==> src/rtl/cap_volt_monitor_mc.sv <==
// cap_volt_monitor_mc: multi-channel capacitor voltage monitor.
// Shared round-robin scale/compare pipeline, debounced flags with hysteresis.

module cap_volt_monitor_mc #(
  parameter int N_CH = 3,
  parameter int ADC_W = 14,
  parameter logic [N_CH*32-1:0] GAIN_Q16 =
    {32'd96006, 32'd40004, 32'd65542},
  parameter logic [N_CH*32-1:0] OFFSET_MV =
    {32'd12000, 32'd5000, 32'd0},
  parameter logic [N_CH*16-1:0] STEP_MV =
    {16'd240, 16'd100, 16'd100},
  parameter int DEB_N = 3,
  parameter int HYST_MV = 500
) (
  input  logic                  sys_clk,
  input  logic                  sys_rst_n,
  input  logic                  enable,
  input  logic [N_CH*ADC_W-1:0] adc_data,
  input  logic [N_CH-1:0]       adc_valid,
  input  logic [N_CH*8-1:0]     set_code,
  output logic [N_CH*32-1:0]    value_mv,
  output logic                  value_valid,
  output logic [2:0]            value_ch,
  output logic [N_CH-1:0]       cap_flag,
  output logic [N_CH-1:0]       overrun
);

  localparam logic [3:0] DEB = 4'(DEB_N);
  localparam logic signed [31:0] HYST = 32'(HYST_MV);

  typedef enum logic [1:0] {
    S_IDLE,
    S_MUL,
    S_SCALE,
    S_CMP
  } state_t;

  state_t state_q, state_d;

  logic [N_CH-1:0][ADC_W-1:0] hold_q, hold_d;
  logic [N_CH-1:0] pending_q, pending_d;
  logic [N_CH-1:0] overrun_q, overrun_d;
  logic [2:0] rr_q, rr_d;
  logic [2:0] ch_q, ch_d;
  logic [ADC_W-1:0] work_q, work_d;
  logic [47:0] prod_q, prod_d;
  logic signed [31:0] mv_q, mv_d;
  logic [31:0] thr_q, thr_d;
  logic [N_CH-1:0][3:0] cnt_q, cnt_d;
  logic [N_CH-1:0][31:0] vmv_q, vmv_d;
  logic vv_q, vv_d;
  logic [2:0] vch_q, vch_d;
  logic [N_CH-1:0] flag_q, flag_d;

  logic lo_vld, hi_vld, pick_vld, take;
  logic [2:0] lo_ch, hi_ch, pick_ch;
  logic [ADC_W-1:0] pick_code;
  logic [31:0] gain_sel, off_sel;
  logic [15:0] step_sel;
  logic [7:0] set_sel;
  logic [3:0] cnt_sel, cnt_new;
  logic signed [31:0] clr_lvl;
  logic unused_prod;

  // low product bits fall below the Q16 point
  assign unused_prod = ^prod_q[15:0];

  assign value_mv = vmv_q;
  assign value_valid = vv_q;
  assign value_ch = vch_q;
  assign cap_flag = flag_q;
  assign overrun = overrun_q;

  // round-robin arbiter: lowest pending at/after rr_q, else lowest
  always_comb begin
    lo_vld = 1'b0;
    lo_ch = '0;
    hi_vld = 1'b0;
    hi_ch = '0;
    for (int i = N_CH - 1; i >= 0; i--) begin
      if (pending_q[i]) begin
        lo_vld = 1'b1;
        lo_ch = 3'(i);
        if (3'(i) >= rr_q) begin
          hi_vld = 1'b1;
          hi_ch = 3'(i);
        end
      end
    end
    pick_vld = lo_vld;
    pick_ch = hi_vld ? hi_ch : lo_ch;
    take = enable && (state_q == S_IDLE) && pick_vld;
  end

  // per-channel constant and state muxes
  always_comb begin
    pick_code = '0;
    gain_sel = '0;
    off_sel = '0;
    step_sel = '0;
    set_sel = '0;
    cnt_sel = '0;
    for (int i = 0; i < N_CH; i++) begin
      if (pick_ch == 3'(i)) begin
        pick_code = hold_q[i];
      end
      if (ch_q == 3'(i)) begin
        gain_sel = GAIN_Q16[i*32 +: 32];
        off_sel = OFFSET_MV[i*32 +: 32];
        step_sel = STEP_MV[i*16 +: 16];
        set_sel = set_code[i*8 +: 8];
        cnt_sel = cnt_q[i];
      end
    end
  end

  // debounce counter update with hysteresis band
  always_comb begin
    clr_lvl = $signed(thr_q) - HYST;
    cnt_new = cnt_sel;
    if (mv_q >= $signed(thr_q)) begin
      if (cnt_sel < DEB) begin
        cnt_new = cnt_sel + 4'd1;
      end
    end else if (mv_q < clr_lvl) begin
      cnt_new = '0;
    end
  end

  // sample capture, pending and overrun tracking
  always_comb begin
    hold_d = hold_q;
    pending_d = pending_q;
    overrun_d = overrun_q;
    if (!enable) begin
      pending_d = '0;
      overrun_d = '0;
    end else begin
      for (int i = 0; i < N_CH; i++) begin
        if (take && (pick_ch == 3'(i))) begin
          pending_d[i] = 1'b0;
        end
        if (adc_valid[i]) begin
          hold_d[i] = adc_data[i*ADC_W +: ADC_W];
          if (pending_q[i] && !(take && (pick_ch == 3'(i)))) begin
            overrun_d[i] = 1'b1;
          end
          pending_d[i] = 1'b1;
        end
      end
    end
  end

  // conversion FSM and datapath
  always_comb begin
    state_d = state_q;
    rr_d = rr_q;
    ch_d = ch_q;
    work_d = work_q;
    prod_d = prod_q;
    mv_d = mv_q;
    thr_d = thr_q;
    cnt_d = cnt_q;
    vmv_d = vmv_q;
    vv_d = 1'b0;
    vch_d = vch_q;
    flag_d = flag_q;
    if (!enable) begin
      state_d = S_IDLE;
      cnt_d = '0;
      flag_d = '0;
    end else begin
      unique case (state_q)
        S_IDLE: begin
          if (pick_vld) begin
            ch_d = pick_ch;
            work_d = pick_code;
            rr_d = (pick_ch == 3'(N_CH - 1)) ? 3'd0 : pick_ch + 3'd1;
            state_d = S_MUL;
          end
        end
        S_MUL: begin
          prod_d = 48'(work_q) * 48'(gain_sel);
          state_d = S_SCALE;
        end
        S_SCALE: begin
          mv_d = $signed(prod_q[47:16]) - $signed(off_sel);
          thr_d = 32'(set_sel) * 32'(step_sel);
          state_d = S_CMP;
        end
        S_CMP: begin
          for (int i = 0; i < N_CH; i++) begin
            if (ch_q == 3'(i)) begin
              cnt_d[i] = cnt_new;
              vmv_d[i] = mv_q;
              flag_d[i] = (cnt_new == DEB);
            end
          end
          vv_d = 1'b1;
          vch_d = ch_q;
          state_d = S_IDLE;
        end
        default: state_d = S_IDLE;
      endcase
    end
  end

  // state registers
  always_ff @(posedge sys_clk or negedge sys_rst_n) begin
    if (!sys_rst_n) begin
      state_q <= S_IDLE;
      hold_q <= '0;
      pending_q <= '0;
      overrun_q <= '0;
      rr_q <= '0;
      ch_q <= '0;
      work_q <= '0;
      prod_q <= '0;
      mv_q <= '0;
      thr_q <= '0;
      cnt_q <= '0;
      vmv_q <= '0;
      vv_q <= 1'b0;
      vch_q <= '0;
      flag_q <= '0;
    end else begin
      state_q <= state_d;
      hold_q <= hold_d;
      pending_q <= pending_d;
      overrun_q <= overrun_d;
      rr_q <= rr_d;
      ch_q <= ch_d;
      work_q <= work_d;
      prod_q <= prod_d;
      mv_q <= mv_d;
      thr_q <= thr_d;
      cnt_q <= cnt_d;
      vmv_q <= vmv_d;
      vv_q <= vv_d;
      vch_q <= vch_d;
      flag_q <= flag_d;
    end
  end

endmodule

==> config.mk <==
export PLATFORM = sky130hd
export DESIGN_NAME = cap_volt_monitor_mc
export DESIGN_NICKNAME = d
export VERILOG_FILES = /design/src/rtl/cap_volt_monitor_mc.sv
export SDC_FILE = /design/constraint.sdc
export NUM_CORES = 1
export LEC_CHECK = 0
export BUFFER_PORTS_ARGS = -buffer_cell sky130_fd_sc_hd__buf_2
export CORE_UTILIZATION = 45
export DETAILED_ROUTE_END_ITERATION = 8
export SLEW_MARGIN = 20
export SYNTH_ARGS = -nofsm -noshare
export SYNTH_HDL_FRONTEND = slang
export SYNTH_SLANG_ARGS = --single-unit
==> constraint.sdc <==
create_clock -name sys_clk -period 9.1 [get_ports sys_clk]
set_input_delay 2.73 -clock sys_clk [delete_from_list [all_inputs] [get_ports sys_clk]]
set_output_delay 2.73 -clock sys_clk [all_outputs]
set_load 0.01 [all_outputs]
* Yosys cells after proc, flatten, opt, wreduce, memory -nomap -nowiden
Cells that the tools add are included.
** Cells by class
- Add/subtract/negate cells :: 4
- Multiply operators :: 2
- Divide/modulo/power cells :: 0
- Magnitude comparators :: 6
- Eq/ne operators :: 22
- Shift-type cells :: 0
- Muxes and demuxes :: 69
- Bitwise gates (word level) :: 0
- Reduce and logical (&&, ||, !) cells :: 30
** Operators with widths (count)
- $mux W32 :: 3
- $mul A14 B32 Y46 :: 1
- $mux W14 :: 3
- $mux W3 :: 12
- $mux W4 :: 9
- $ge A32 B25 Y1 :: 1
- $lt A32 B25 Y1 :: 1
- $mux W16 :: 2
- $sub A31 B32 Y32 :: 1
- $mux W1 :: 26
- $sub A24 B9 Y25 const B :: 1
- $mul A8 B16 Y24 :: 1
- $mux W12 :: 2
- $mux W8 :: 3
- $reduce_and A2 Y1 :: 12
- $ne A2 B1 Y1 const B :: 10
- $mux W17 :: 1
- $mux W13 :: 1
- $reduce_and A3 Y1 :: 4
- $mux W2 :: 5
- $ne A3 B1 Y1 const B :: 3
- $logic_and A1 B1 Y1 :: 8
- $pmux W2 S4 :: 1
- $mux W7 :: 1
- other kinds (14) :: 21
** Word-level totals
- Bits in registers :: 287
- Latch bits :: 0
- Memory bits (writable) :: 0
- Bits in read-only memories :: 0
- Input port bits :: 72
- Output and inout port bits :: 106
- Word-level logic and storage cells :: 160
- Memories kept :: 0

* Depth between registers and ports, before layout
Gate-level depths: netlist (run 1).
- Word-level depth :: 15
- Gate-level depth with buffers :: 28

* Least setup slack after synthesis (run 1)
Ideal clock, no wire load.
- Path type :: input port to flip-flop
- Start :: in set_code[10]
- End :: reg thr_q[17]
- Setup time :: 133 ps
- Data arrival time :: 6545 ps
- Data required time :: 8967 ps
- Path slack :: 2422 ps
- Stages :: 19
- Cell sequence :: mux2i_1 nor2_1 nor2_1 nor2_1 fa_1 ha_1 inv_1 fa_1 fa_1 inv_1 ha_1 a21o_1 a21oi_1 o21bai_1 a2111o_1 a31oi_1 nor2_1 o21ai_0 o21ai_0
** On the way
- Word-level cells in the longest chain between the ends :: 3
** Ends and longest elaborated chain
- start: declaration :: RTL line 21 : input logic [N_CH*8-1:0] set_code,
- $mux W8 (2 in series) :: RTL line 108 : if (ch_q == 3'(i)) begin
- $mul A8 B16 Y24 :: RTL line 189 : thr_d = 32'(set_sel) * 32'(step_sel);
- end signal: assignment :: RTL line 237 : thr_q <= thr_d;
- end: declaration :: RTL line 49 : logic [31:0] thr_q, thr_d;
No other way between the ends.
A chain may end at the register's enable or synchronous reset.

* Final worst setup path (run 1)
- Start :: reg ch_q[0]
- End :: reg prod_q[30]
** On the way
- Word-level cells in the longest chain between the ends :: 5
- Elaborated cells between the ends (all ways) :: 7
- Those cells by class :: mul: 1; eq/ne: 2; mux: 3; reduce/logical: 1
** Ends and longest elaborated chain
- start: declaration :: RTL line 45 : logic [2:0] ch_q, ch_d;
- start signal: assignment :: RTL line 233 : ch_q <= ch_d;
- $logic_not A3 Y1 :: RTL line 108
- $mux W17 :: RTL line 108
- $mux W32 :: RTL line 108
- $mux W32 * :: RTL line 108
- $mul A14 B32 Y46 * :: RTL line 184 : prod_d = 48'(work_q) * 48'(gain_sel);
- end signal: assignment :: RTL line 235 : prod_q <= prod_d;
- end: declaration :: RTL line 47 : logic [47:0] prod_q, prod_d;
Every way passes the cells marked *; elsewhere a longest branch is shown, timed or not.

==> results by group, run 1 <==
STA
  • Fmax: 137 MHz
  • RSZ-0062 raised after global routing: no
  • Slew Limit Fails: 0
  • Slew @ Worst Pin: 949 ps
  • Setup TNS after final layout: 0 ps
  • Clock Skew: 21.3 ps
  • Final setup vio count: 0
  • Final Hold Viols: 0
  • Final worst slack: 1820 ps
  • Minimum clock period: 7280 ps
  • Relative slew slack: 36.7%
  • Fin crit share: 80.0%

Layout
  • P&R area growth vs syn: 12.1%
  • Post-Layout Cell Count: 2,434
  • Design Area, Final: 0.0204 mm²
  • Share of cells above drive strength 1: 20.2%
  • Fin nets: 2,317
  • Antenna Cells: 0

Logic synthesis
  • Yosys cell types: 69
  • Synthesis Warnings: 0
  • Syn Area/Cell: 10.5 µm²
  • Async SR Flop Fraction: 100%
  • Sequential fraction of the synthesis area: 33.1%
  • Synth Instances: 1,730
  • Cell area after synthesis: 0.0182 mm²
  • Mapped Nets: 2,156
  • Main synth FF type: dfrtp_1
  • Post-synth EDFFs: 0
  • Seq cells post-synth: 241

Placed design
  • Cells after DPL: 2,387
  • Post-detail-place hpwl: 32.9 mm
  • IO buf count: 176
  • Post-DP Area: 0.0196 mm²
  • GPL Wtd Cong: 0.913
  • Pre-CTS setup slack: 1760 ps

Critical path
  • Reg2reg start: ch_q[0]
  • Most frequent CP cell: inv_1
  • Setup crit start: ch_q[0]
  • Crit-path max FO: 33
  • Startpoint Class: flop
  • Worst Setup End Kind: flop
  • Worst EP arrival: 7710 ps
  • Setup CP Type: flop to flop
  • Required time worst endpoint: 9530 ps
  • CP max stage cell: dfrtp_1
  • Max stage delay on crit path: 640 ps

Routing
  • Routed WL: 41.4 mm
  • Post-route ant nets: 0
  • Post-route DRC: 0
  • DR vias/cell: 5.16
  • DR pass1 iterations: 5
  • Detailed-route wire length per cell: 17.0 µm
  • DRT iter0 DRCs: 606
  • Vias after detailed routing: 12,600

Clock network
  • CTS tree: built
  • CTS H-tree lvls: 1
  • Post-CTS Setup Bufs: 0
  • Clock root cell: clkbuf_16
  • Clk slew on worst S/H paths: 60 ps
  • Clock latency on the worst-skew pair: 550 ps
  • # hold bufs at CTS: 0
  • CTS resizes: 0
  • Clock sinks: 241
  • Max clock buf depth: 3
  • TritonCTS Buffers: 27

GRT
  • Initial antenna violation count: 0
  • Pin count of the biggest net entering global routing: 162
  • First-pass GRT wire length: 67.4 mm
  • Vias in the first global route: 12,900
  • GRT Residual Overflow: 0
  • GR Util All Layers: 20.4%

Floorplanning
  • Die Ht: 203 µm
  • DIE WIDTH: 203 µm
  • Core box area: 0.0398 mm²
  • # rows: 73
  • Initial Util: 45.7%
  • Die footprint: 0.0412 mm²
  • Io pins: 178

Run
  • Max-cap violations: 0

Status
  • Status: finished, final reports clean

Hold path
  • Hold Crit Class: flop to flop
  • Worst hold start: prod_q[16]
-- per-layer routing --
layer | track usage [%] | vias to the layer above | part of all wire (%)
met1 | 26.9 | 6138 | 45
met3 | 2.26 | 65 | 3.4
li1 | - | 6127 | -
met4 | 6.44 | 0 | 3.0
met5 | 0 | - | 0
met2 | 35.2 | 237 | 48
-- worst max-delay path, delay by kind of cell (launching register included) --
family | cells | cell delay [ps]
flops | 1 | 640
buf+inv | 9 | 1220
simple gates | 2 | 390
compound gates | 8 | 1460
fa+ha+maj | 8 | 3440
-- per-stage QoR --
step	util (%)	hold slack [ps]
final	51.2	471
after global routing	51.2	496
after CTS	51.2	478
after detailed placement	49.2	468
after global placement	49.2	460
after floorplan	-	444
-- layout by cell type (no fill, tap or decap), drive strengths merged, types with 3 or more instances in the layout --
| cell | n |
|---|---|
| or3 | 11 |
| a221o | 16 |
| o41ai | 3 |
| a211o | 3 |
| nand2b | 9 |
| nor2b | 30 |
| mux2i | 7 |
| nand4 | 10 |
| nor3b | 6 |
| and3 | 7 |
| a21o | 41 |
| fa | 124 |
| clkbuf | 39 |
| o21bai | 4 |
| nand3 | 26 |
| or2 | 5 |
| xnor2 | 35 |
| o21ai | 90 |
| mux2 | 139 |
| a21oi | 44 |
| dfrtp | 241 |
| a31oi | 11 |
| o211ai | 3 |
| nor3 | 13 |
| nor4 | 4 |
| or4 | 3 |
| nand2 | 151 |
| o31ai | 14 |
| a211oi | 4 |
| inv | 262 |
| ha | 230 |
| nor2 | 54 |
| clkinv | 5 |
| buf | 188 |
| xor2 | 12 |
| o21a | 8 |
| and2 | 28 |
-- logic make-up (layout without fill, tap and decap cells) --
kind of cell             after synthesis  after routing  synth area share, %
adder cells (fa/ha/maj)              354            354                 29.5
AND/OR/NAND/NOR                      363            363                 9.64
multiplexers                         146            146                 8.99
AO/OA/AOI/OAI                        261            261                 9.57
XOR/XNOR                              47             47                 2.26
flip-flops                           241            241                 33.1
other                                  1              1               0.0206
buffers and inverters                317            496                 6.91
-- worst paths after layout --
check,depth (start not counted),end,slack [ps]
max in group asynchronous,2,work_q[6],5580
min in group asynchronous,1,value_mv[70],2160
max reg2reg,27,prod_q[30],1820
max,27,prod_q[30],1820
min,2,prod_q[16],470
min reg2reg,2,prod_q[16],470
-- layout make-up --
| type | count | area, µm² |
|---|---|---|
| clock buffers | 39 | 751 |
| clock inverters | 8 | 48.8 |
| fillers | 3673 | 19400 |
| inverters | 261 | 980 |
| multi-input cells | 1172 | 10900 |
| flip-flops and latches | 241 | 6030 |
| well taps | 525 | 657 |
| repair buffers | 188 | 993 |
-- state kept, by name (all words and copies together), names as in the netlist --
register     count
state_q          2
value_ch         2
pending_q        3
prod_q          18
mv_q            30
cnt_q           12
overrun          3
cap_flag         3
thr_q           16
hold_q          42
ch_q             2
rr_q             3
value_valid      1
value_mv        90
work_q          14
-- cells in the mapped netlist (6+ instances only) --
cell type	count	area share [%]
nand2_1	150	3.1
a21o_1	41	1.7
nor2_1	53	1.1
mux2_2	139	8.6
nor3_1	12	0.33
nand4_1	9	0.31
a31oi_1	10	0.34
nand3_1	26	0.72
a221o_1	16	0.88
nor3b_1	6	0.25
dfrtp_1	241	33
mux2i_1	7	0.39
and3_1	7	0.24
xnor2_1	35	1.7
fa_1	124	14
nor2b_1	30	1.0
or3_1	11	0.38
xor2_1	12	0.58
o31ai_1	14	0.58
a21oi_1	43	1.2
nand2b_1	9	0.31
inv_1	261	5.4
ha_1	230	16
clkbuf_1	35	0.72
o21ai_0	83	2.3
o21a_1	8	0.33
and2_1	27	0.93
buf_1	7	0.14
buf_4	8	0.33
Power of run 1 is left out: the tool's default activity adds up to more than one toggle a clock period on the data nets, which glitch-free logic cannot reach.
==> run 2, diff against run 1 <==
clock period = 7 ns   (was 9.1 ns; I/O delays follow)
==> results by group, run 2 (synthesized netlist as in run 1, its figures left out) <==
Status
  • Status: finished, final reports clean

Hold path
  • WHS Path Cells: 2 (unchanged)
  • Hold Crit Class: flop to flop
  • Worst hold start: prod_q[17]

Clock network
  • TritonCTS Buffers: 28 (+3.7%)
  • Max clock buf depth: 3 (unchanged)
  • Clock root cell: clkbuf_16
  • Clock sinks: 241 (unchanged)
  • Clock latency on the worst-skew pair: 560 ps (about the same)
  • CTS H-tree lvls: 1 (unchanged)
  • CTS resizes: 0 (unchanged)
  • Post-CTS Setup Bufs: 0 (unchanged)
  • Clk slew on worst S/H paths: 60 ps (about the same)
  • CTS tree: built
  • # hold bufs at CTS: 0 (unchanged)

Floorplanning
  • Initial Util: 45.7% (unchanged)
  • Die Ht: 203 µm (unchanged)
  • Core box area: 0.0398 mm² (unchanged)
  • DIE WIDTH: 203 µm (unchanged)
  • # rows: 73 (unchanged)
  • Io pins: 178 (unchanged)
  • Die footprint: 0.0412 mm² (unchanged)

Critical path
  • Max stage delay on crit path: 650 ps (about the same)
  • Crit-path max FO: 16 (-52%)
  • CP max stage cell: ha_1
  • Startpoint Class: flop
  • Cell Chain, Critical Path: inv_1, ha_1, nand2_1, xor2_1, ha_1, nor2_1, fa_1, fa_1, inv_1, fa_1, fa_1, inv_1, fa_1, inv_1, ha_1, and4_1, a41o_1, o21ai_2, a211o_1, a31oi_1, or2_1, a211o_1, a22o_1
  • Reg2reg start: ch_q[1]
  • Most frequent CP cell: fa_1
  • Setup CP Type: flop to flop
  • WP buf/inv: 4 (-5)
  • Worst EP arrival: 7070 ps (-640 ps)
  • Setup crit start: ch_q[1]
  • CP top delay family: adder cells
  • R2R Setup Slk: 380 ps (-1440 ps)
  • Required time worst endpoint: 7450 ps (-2080 ps)
  • Worst Setup End Kind: flop
  • Cell depth of the worst setup path: 23 (-15%)
  • R2R depth: 23 (-15%)

STA
  • Fmax: 151 MHz (+10%)
  • Final Hold Viols: 0 (unchanged)
  • Final setup vio count: 0 (unchanged)
  • Slew @ Worst Pin: 994 ps (+44.8 ps)
  • Relative slew slack: 33.7% (-3.0 points)
  • Clock Skew: 9.69 ps (-11.6 ps)
  • Setup TNS after final layout: 0 ps (unchanged)
  • Fin crit share: 94.6% (+15 points)
  • Minimum clock period: 6620 ps (-659 ps)
  • Slew Limit Fails: 0 (unchanged)
  • RSZ-0062 raised after global routing: no

Layout
  • Antenna Cells: 0 (unchanged)
  • Design Area, Final: 0.0206 mm² (+0.98%)
  • Fillers: 3,662 (-0.30%)
  • Most frequent cells in the layout: 261 x inv_1, 241 x dfrtp_1, 230 x ha_1
  • Share of cells above drive strength 1: 20.8% (+0.57 points)
  • Final Util: 51.7% (+0.50 points)
  • Commonest non-fill, non-tap cell in the layout: inv_1
  • Fin nets: 2,328 (+0.47%)
  • P&R area growth vs syn: 13.2%
  • Max reg flops: 90 (unchanged)

GRT
  • Vias in the first global route: 12,900 (+0.070%)
  • First-pass GRT wire length: 67.8 mm (+0.65%)
  • GR Util All Layers: 20.8% (+0.30 points)
  • Pin count of the biggest net entering global routing: 133 (-18%)
  • GRT Residual Overflow: 0 (unchanged)
  • Initial antenna violation count: 1 (+1)

Placed design
  • Post-DP Area: 0.0197 mm² (+0.35%)
  • IO buf count: 176 (unchanged)
  • Post-detail-place hpwl: 33.3 mm (+1.3%)
  • GPL Wtd Cong: 0.869 (-4.8%)

Routing
  • Post-route ant nets: 0 (unchanged)
  • Post-route DRC: 0 (unchanged)
  • Detailed-route wire length per cell: 17.2 µm (+1.2%)
  • Routed WL: 42.1 mm (+1.6%)
  • DR vias/cell: 5.17 (about the same)
  • DR pass1 iterations: 4 (-1)
  • Vias after detailed routing: 12,600 (+0.48%)
  • DRT iter0 DRCs: 503 (-17%)

Run
  • Max-cap violations: 0 (unchanged)
-- run 2: cell type report --
cell class,count,area [µm²],area share (%)
clock buffer,41,820,3.98
clock inverter,6,111,0.541
inverter,261,980,4.76
multi-input combinational,1172,10900,53.1
sequential,241,6030,29.3
tap,525,657,3.19
timing repair buffer,198,1070,5.19
-- run 2: worst reg2reg max path, delay by kind of cell, from the launching register on --
kind                     cells  cell delay [ps]
XOR/XNOR                     1              190
adder cells (fa/ha/maj)      8             3650
buffers and inverters        4              260
flip-flops                   1              390
AO/OA/AOI/OAI                6             1200
AND/OR/NAND/NOR              4              820
-- run 2: per-stage QoR --
step	setup WS, ps	instances	hold WS, ps
4_1_cts	359	2444	481
3_5_place_dp	319	2397	467
2_1_floorplan	331	1730	444
5_1_grt	54.5	2444	508
3_3_place_gp	371	2397	464
6_report	381	2444	474
-- run 2: path summary, 6_finish.rpt --
kind | to
max | prod_q[30]
min | prod_q[17]
max reg2reg | prod_q[30]
min reg2reg | prod_q[17]
max in group asynchronous | work_q[8]
min in group asynchronous | value_mv[6]
-- run 2: layer usage --
layer / vias up / wire [µm] / global-route usage, %
li1: 6135 / - / -
met1: 6179 / 18700 / 26.5
met2: 242 / 20400 / 36.1
met3: 71 / 1460 / 2.68
met4: 0 / 1480 / 7.33
met5: - / 0 / 0
Power of run 2 is left out for the same reason.
==> run 3, diff against run 2 <==
--- a/config.mk
+++ b/config.mk
@@ -8,2 +8,3 @@
 export BUFFER_PORTS_ARGS = -buffer_cell sky130_fd_sc_hd__buf_2
+export CORE_MARGIN = 4
 export CORE_UTILIZATION = 45
--- a/constraint.sdc
+++ b/constraint.sdc
@@ -3,2 +3,2 @@
 set_output_delay 2.1 -clock sys_clk [all_outputs]
-set_load 0.01 [all_outputs]
+set_load 0.1 [all_outputs]
==> results by group, run 3 (synthesized netlist as in run 1, its figures left out) <==
GRT
  • First-pass GRT wire length: 70.7 mm (+4.2%)
  • Vias in the first global route: 13,100 (+1.3%)
  • GR Util met1: 26.8% (+0.35 points)
  • Initial antenna violation count: 0 (-1)
  • GR Util All Layers: 19.7% (-1.1 points)
  • GRT Residual Overflow: 0 (unchanged)
  • Met3 Use GR: 2.75% (+0.067 points)
  • GR Util met2: 33.5% (-2.6 points)
  • Pin count of the biggest net entering global routing: 133 (unchanged)
  • Most Crowded Layer GR: met2

Critical path
  • Worst Setup End Kind: flop
  • Worst EP arrival: 7080 ps (about the same)
  • Setup CP Type: flop to flop
  • Required time worst endpoint: 7450 ps (about the same)
  • Startpoint Class: flop
  • Crit-path max FO: 16 (unchanged)

STA
  • Slew Limit Fails: 0 (unchanged)
  • Relative slew slack: 34.2% (+0.46 points)
  • Final worst slack: 371 ps (-10.3 ps)
  • Final setup vio count: 0 (unchanged)
  • Final Hold Viols: 0 (unchanged)
  • Fin crit share: 94.7% (+0.15 points)
  • Slew @ Worst Pin: 987 ps (-6.29 ps)
  • Setup TNS after final layout: 0 ps (unchanged)
  • RSZ-0062 raised after global routing: no
  • Minimum clock period: 6630 ps (+10.3 ps)
  • Fmax: 151 MHz (-0.15%)
  • Clock Skew: 9.12 ps (-0.572 ps)

Layout
  • Share of cells above drive strength 1: 20.9% (+0.13 points)
  • Max reg flops: 90 (unchanged)
  • Fin nets: 2,322 (-0.26%)
  • Fillers: 3,690 (+0.76%)
  • Antenna Cells: 0 (unchanged)
  • Most frequent cells in the layout: 261 x inv_1, 241 x dfrtp_1, 230 x ha_1
  • Register Area: 0.00603 mm² (unchanged)
  • Multi-input logic area: 0.0110 mm² (+0.14%)
  • Commonest non-fill, non-tap cell in the layout: inv_1
  • P&R area growth vs syn: 13.3% (about the same)

Floorplanning
  • DIE WIDTH: 209 µm (+3.0%)
  • # rows: 73 (unchanged)
  • Initial Util: 45.7% (unchanged)
  • Die footprint: 0.0437 mm² (+6.0%)
  • Core box area: 0.0398 mm² (unchanged)
  • Io pins: 178 (unchanged)
  • Die Ht: 209 µm (+3.0%)

Routing
  • DR pass1 iterations: 5 (+1)
  • Vias after detailed routing: 12,700 (+0.36%)
  • DR vias/cell: 5.19 (+0.45%)
  • Routed WL: 42.9 mm (+1.8%)
  • Detailed-route wire length per cell: 17.6 µm (+1.9%)
  • Post-route DRC: 0 (unchanged)
  • DRT iter0 DRCs: 573 (+14%)
  • Post-route ant nets: 0 (unchanged)

Clock network
  • CTS resizes: 0 (unchanged)
  • Max clock buf depth: 3 (unchanged)
  • Clock root cell: clkbuf_16
  • CTS tree: built
  • TritonCTS Buffers: 27 (-3.6%)
  • # hold bufs at CTS: 0 (unchanged)
  • Clk slew on worst S/H paths: 60 ps (about the same)
  • CTS H-tree lvls: 1 (unchanged)
  • Clock latency on the worst-skew pair: 560 ps (about the same)
  • Clock sinks: 241 (unchanged)
  • Post-CTS Setup Bufs: 0 (unchanged)

Placed design
  • Post-detail-place hpwl: 34.4 mm (+3.3%)
  • Pre-CTS setup slack: 305 ps (-14.1 ps)
  • GPL Wtd Cong: 0.931 (+7.2%)
  • IO buf count: 176 (unchanged)

Status
  • Status: finished, final reports clean

Run
  • Max-cap violations: 0 (unchanged)

Hold path
  • Hold Crit Class: flop to flop
## run 3: layout make-up
type | count | share of cell area [%]
clock buffers | 35 | 3.67
clock inverters | 15 | 0.892
inverters | 261 | 4.75
multi-input cells | 1172 | 53.1
flip-flops and latches | 241 | 29.3
well taps | 525 | 3.19
repair buffers | 193 | 5.10
## run 3: stage by stage
| stage | hold WS [ps] | utilization [%] | cells | instance area, µm² |
|---|---|---|---|---|
| 2_1_floorplan | 444 | - | 1730 | 18200 |
| 3_5_place_dp | 470 | 49.3 | 2391 | 19600 |
| 3_3_place_gp | 467 | 49.3 | 2391 | 19600 |
| 4_1_cts | 483 | 51.7 | 2441 | 20600 |
| 6_report | 474 | 51.7 | 2442 | 20600 |
| 5_1_grt | 507 | 51.7 | 2442 | 20600 |
## run 3: worst paths after layout
check	startpoint	to	slack (ps)	cells past startpoint
worst max-delay path	ch_q[1]	prod_q[30]	370	23
worst min-delay path	prod_q[18]	prod_q[18]	470	2
worst max register to register	ch_q[1]	prod_q[30]	370	23
worst min register to register	prod_q[18]	prod_q[18]	470	2
max in group asynchronous	sys_rst_n	work_q[13]	4160	3
min in group asynchronous	sys_rst_n	value_mv[41]	1480	1
## run 3: critical path: stages (launching register included)
cell and delay, ps:
dfrtp_1 410, inv_1 140, ha_1 600, nand2_1 270, fa_1 580, inv_1 50
ha_1 270, inv_1 40, fa_1 470, inv_1 60, fa_1 510, fa_1 540
inv_1 60, fa_1 520, inv_1 40, ha_1 320, and4_1 180, a41o_1 250
o21ai_2 190, a211o_1 180, a31oi_1 100, or2_1 260, a211o_1 300, a22o_1 170
## run 3: per-layer routing
metal	vias up	share of wire, %
met5	-	0
met4	0	2.9
met1	6241	45
li1	6141	-
met2	233	48
met3	58	3.7
Power of run 3 is left out for the same reason.
